[config.mk]
export PLATFORM = sky130hd
export DESIGN_NAME = serializer
export DESIGN_NICKNAME = d
export VERILOG_FILES = /design/src/rtl/serializer.sv
export SDC_FILE = /design/constraint.sdc
export NUM_CORES = 1
export LEC_CHECK = 0
export CORE_MARGIN = 2
export CORE_UTILIZATION = 52
export CTS_BUF_LIST = sky130_fd_sc_hd__clkbuf_8 sky130_fd_sc_hd__clkbuf_16
export CTS_CLUSTER_DIAMETER = 150
export DETAILED_ROUTE_END_ITERATION = 10
export PLACE_DENSITY = 0.79
export SYNTH_ARGS = -nofsm -noshare
export SYNTH_HDL_FRONTEND = slang
export SYNTH_SLANG_ARGS = --single-unit
export TNS_END_PERCENT = 20
[constraint.sdc]
create_clock -name clk -period 2.6 [get_ports clk]
set_clock_uncertainty 0.15 [all_clocks]
set_input_delay 0.52 -clock clk [delete_from_list [all_inputs] [get_ports clk]]
set_output_delay 0.52 -clock clk [all_outputs]
set_load 0.005 [all_outputs]
[src/rtl/serializer.sv]
// Generic FIFO: power-of-two depth, wrapping pointers, exact occupancy count.
// Latency: a pushed word is visible at rdat on the cycle after the push edge.
// Backpressure: full blocks pushes (push while full is dropped); pop while empty is ignored.
module fifo #(
    parameter int W     = 32,
    parameter int DEPTH = 4,
    parameter int LVL_W = $clog2(DEPTH) + 1
) (
    input  logic             clk,
    input  logic             rst_n,
    input  logic             push,
    input  logic [W-1:0]     wdat,
    input  logic             pop,
    output logic [W-1:0]     rdat,
    output logic             full,
    output logic             empty,
    output logic [LVL_W-1:0] level
);
    localparam int AW = $clog2(DEPTH);

    logic [W-1:0]  mem [DEPTH];
    logic [AW-1:0] wr_ptr;
    logic [AW-1:0] rd_ptr;
    logic          do_push;
    logic          do_pop;

    assign do_push = push && !full;
    assign do_pop  = pop && !empty;
    assign full    = (level == LVL_W'(DEPTH));
    assign empty   = (level == '0);
    assign rdat    = mem[rd_ptr];

    always_ff @(posedge clk or negedge rst_n) begin
        if (!rst_n) begin
            wr_ptr <= '0;
            rd_ptr <= '0;
            level  <= '0;
        end else begin
            if (do_push) wr_ptr <= wr_ptr + AW'(1);
            if (do_pop)  rd_ptr <= rd_ptr + AW'(1);
            case ({do_push, do_pop})
                2'b10:   level <= level + LVL_W'(1);
                2'b01:   level <= level - LVL_W'(1);
                default: level <= level;
            endcase
        end
    end

    // Storage needs no reset: occupancy alone decides what is valid.
    always_ff @(posedge clk) begin
        if (do_push) mem[wr_ptr] <= wdat;
    end
endmodule

// Parallel-to-serial transmitter: WIDTH LSB-first data slots plus one gap slot per frame.
// Latency: a word pushed into an empty FIFO reaches dout 1..WIDTH+1 cycles later.
// Backpressure: tx_ready = !full; the FIFO drains one word per WIDTH+1 cycles.
module serializer #(
    parameter int WIDTH      = 32,
    parameter int FIFO_DEPTH = 4,
    parameter int CNT_W      = 16
) (
    input  logic                          clk,
    input  logic                          rst_n,
    input  logic [WIDTH-1:0]              tx_data,
    input  logic                          tx_valid,
    output logic                          tx_ready,
    output logic                          dout,
    output logic                          frame_start,
    output logic                          frame_active,
    output logic                          underflow,
    output logic [$clog2(FIFO_DEPTH):0]   fifo_level,
    output logic [CNT_W-1:0]              words_sent
);
    localparam int SLOT_W = $clog2(WIDTH + 1);
    localparam int LVL_W  = $clog2(FIFO_DEPTH) + 1;

    logic [SLOT_W-1:0] slot;
    logic [WIDTH-1:0]  shreg;
    logic [WIDTH-1:0]  head;
    logic              gap;
    logic              fifo_full;
    logic              fifo_empty;
    logic              push;
    logic              pop;

    assign gap  = (slot == SLOT_W'(WIDTH));
    assign push = tx_valid && !fifo_full;
    // Pop decision uses pre-edge emptiness, so a word pushed on the gap edge waits a frame.
    assign pop  = gap && !fifo_empty;

    fifo #(
        .W     (WIDTH),
        .DEPTH (FIFO_DEPTH),
        .LVL_W (LVL_W)
    ) u_fifo (
        .clk   (clk),
        .rst_n (rst_n),
        .push  (push),
        .wdat  (tx_data),
        .pop   (pop),
        .rdat  (head),
        .full  (fifo_full),
        .empty (fifo_empty),
        .level (fifo_level)
    );

    always_ff @(posedge clk or negedge rst_n) begin
        if (!rst_n) begin
            slot         <= '0;
            shreg        <= '0;
            frame_active <= 1'b0;
            underflow    <= 1'b0;
            words_sent   <= '0;
        end else if (gap) begin
            slot <= '0;
            if (!fifo_empty) begin
                shreg        <= head;
                frame_active <= 1'b1;
                underflow    <= 1'b0;
                words_sent   <= words_sent + CNT_W'(1);
            end else begin
                shreg        <= '0;
                frame_active <= 1'b0;
                underflow    <= 1'b1;
            end
        end else begin
            slot      <= slot + SLOT_W'(1);
            shreg     <= shreg >> 1;
            underflow <= 1'b0;
        end
    end

    assign tx_ready    = !fifo_full;
    assign frame_start = (slot == '0);
    assign dout        = frame_active && !gap && shreg[0];
endmodule

==> results.md <==
* Die X at 122 um
* Rows at 43
* Sequential share of the synthesized area at 75.0%
* PnR worst setup slack at -64.7 ps
* Nature of the critical path startpoint: register
* #FFs+latches synth at 191
* HPWL after DPL at 7240 um
* Drt drc at 0
* Final period util at 102%
* H-tree lvl count at 4
* Ys flop type: edfxtp_1
* TNS Setup at -64.7 ps
* Slew headroom at 70.2%
* Pwr dens at 889 nW/um^2
* Synth Instances at 370
* Mapped Area at 7230 um^2
* Max Slew Vio Count at 0
* Final Critical Period at 2660 ps
* Clock Latency Late Sink at 440 ps
* Final setup fails at 1
* Initial antenna violation count at 0
* Post-synth top cells: edfxtp_1 (128), dfrtp_1 (63), mux4_2 (32), a22o_1 (31), xnor2_1 (17)
* WL final at 12200 um
* Setup crit end kind: register
* Routability cong. at 0.720
* First-pass GRT wire length at 19400 um
* Synth area leaders: edfxtp_1 (53%), dfrtp_1 (22%), mux4_2 (10%)
* Clock Sinks at 191
* Clk slew on worst S/H paths at 70 ps
* RSZ-0062 raised after global routing: true
* Min-delay worst type: reg2reg
* Initial DRC count at 276
* Area of the core at 13700 um^2
* Diode count at 0
* Drt pass-1 iters at 4
* Post-synth cell types at 30
* Setup slack, reg-to-reg at -60 ps
* CP required at 2800 ps
* Crit-path max FO at 2
* Total GRT Usage at 17.9%
* Port-buffer cells at 58
* Most common cell in the netlist: edfxtp_1
* Register area at 5420 um^2
* Vias in the first global route at 3712
* Filler cell count at 930
* Max VDD drop at 0.000546 V
* Yosys top cell by area: edfxtp_1
* Yosys top cell area share at 53.2%
* Vias post-DR at 3623
* Largest net degree at the start of global routing at 39
* I/O pin count at 59
* Area of the multi-input gates at 1740 um^2
* Longest Clk Path Bufs at 2
* Worst Tran Pin Value at 447 ps
* Layout cells sized above 1 at 21.3%
* Status: finished with violations
* Cts bufs inserted at 17
* Max Fclk at 375 MHz
* Failing checks: setup timing
* Crit path DAT at 2870 ps
* CTS tree: yes
* WL/cell at 19.0 um
* CTS Root Cell: clkbuf_16
* Area Overhead vs Synth at 21.6%
* Placed Cells at 608
* Remaining antenna violation count at 0
* Final net count at 496
* Die H at 122 um
* Non-filler cells in the finished layout at 645
* Die ar. at 14900 um^2
* Syn Nets at 414
* MaxCap Viol Count at 0
* Grt ovf at 0
* Initial Util at 52.7%
* Routed vias/inst at 5.62
* Ys Warns at 0
* Asr flop ratio synth at 33.0%
* Final-report hold violation count at 0
* Count of flip-flops with a built-in enable after synthesis at 128
* P_leak at 0.00323 uW
* Avg Synthesized Cell Area at 19.5 um^2
* Critical setup path kind: reg2reg
-- final timing paths --
check,startpoint,endpoint,cells after the start
setup / recovery,slot[1],u_fifo.level[2],11
hold / removal,shreg[31],shreg[30],1
setup reg to reg,slot[1],u_fifo.level[2],11
hold reg to reg,shreg[31],shreg[30],1
max in group asynchronous,rst_n,shreg[21],3
min in group asynchronous,rst_n,u_fifo.rd_ptr[1],2
-- cells in the final DEF, fill, tap and decap left out, types with 8 or more instances in the layout --
| master | instances |
|---|---|
| mux4_2 | 32 |
| nand2_1 | 10 |
| edfxtp_1 | 128 |
| xnor2_1 | 17 |
| dfrtp_1 | 62 |
| clkbuf_16 | 17 |
| buf_4 | 13 |
| clkdlybuf4s50_1 | 55 |
| nand3_1 | 8 |
| nor2_1 | 8 |
| a22o_1 | 31 |
-- logic make-up (layout without fill, tap and decap cells) --
group / after synthesis / after routing / share of synthesized area, %
mux: 36 / 36 / 10.6
flops: 191 / 191 / 75.0
fa+ha+maj: 9 / 9 / 1.66
compound gates: 32 / 32 / 3.82
simple gates: 54 / 54 / 4.59
xor+xnor: 24 / 24 / 2.91
buf+inv: 24 / 119 / 1.49
-- critical path: stages (launching register included) --
cell	delay, ps
dfrtp_1	390
inv_2	50
ha_2	170
or4b_4	480
buf_6	140
nor3b_4	240
ha_4	170
inv_2	30
fa_2	330
xor2_1	160
nor2_1	110
xor2_1	160
-- metal layers --
metal / vias up / global-route usage (%) / wire length, um
li1: 1621 / - / -
met1: 1903 / 23.6 / 5400
met2: 80 / 28.5 / 6160
met3: 19 / 5.10 / 478
met4: 0 / 7.33 / 214
met5: - / 0 / 0
-- registers in the layout, summed over array words and instances, names as in the netlist --
signal / cells
frame_active: 1
u_fifo.rd_ptr: 2
u_fifo.mem: 128
u_fifo.level: 3
shreg: 32
slot: 6
underflow: 1
words_sent: 16
u_fifo.wr_ptr: 2
-- layout make-up --
type | instances | area share, %
clock buffers | 17 | 4.84
multi-input cells | 155 | 19.8
repair buffers | 79 | 9.19
clock inverters | 15 | 1.57
well taps | 180 | 2.56
inverters | 8 | 0.342
flip-flops and latches | 191 | 61.7
-- what timing repair did --
item / 4_1_cts / 5_1_grt
pin swaps: 1 / 5
hold endpoints to repair: 12 / 0
gates cloned: 0 / 0
endpoints found under the setup margin: 3 / 8
gates resized for setup: 6 / 5
hold buffers: 1 / 0
setup buffers: 2 / 2
-- per-stage QoR --
step	total power (uW)	worst slack (ps)	hold slack, ps	utilization (%)	area, um^2
after floorplan	4870	-65.0	74.4	-	7250
after global placement	5390	88.2	296	59.6	8170
after detailed placement	5460	-24.5	308	59.6	8170
after CTS	7920	-110	323	64.0	8780
after global routing	8170	-163	341	64.1	8790
final	7820	-64.7	319	64.1	8790
-- power by group --
part           leakage [uW]  internal (uW)  switching [uW]
registers           0.00199           3830             186
clock network      0.000272           1330            1120
logic              0.000962            700             640
(Power assumes the default switching activity.)
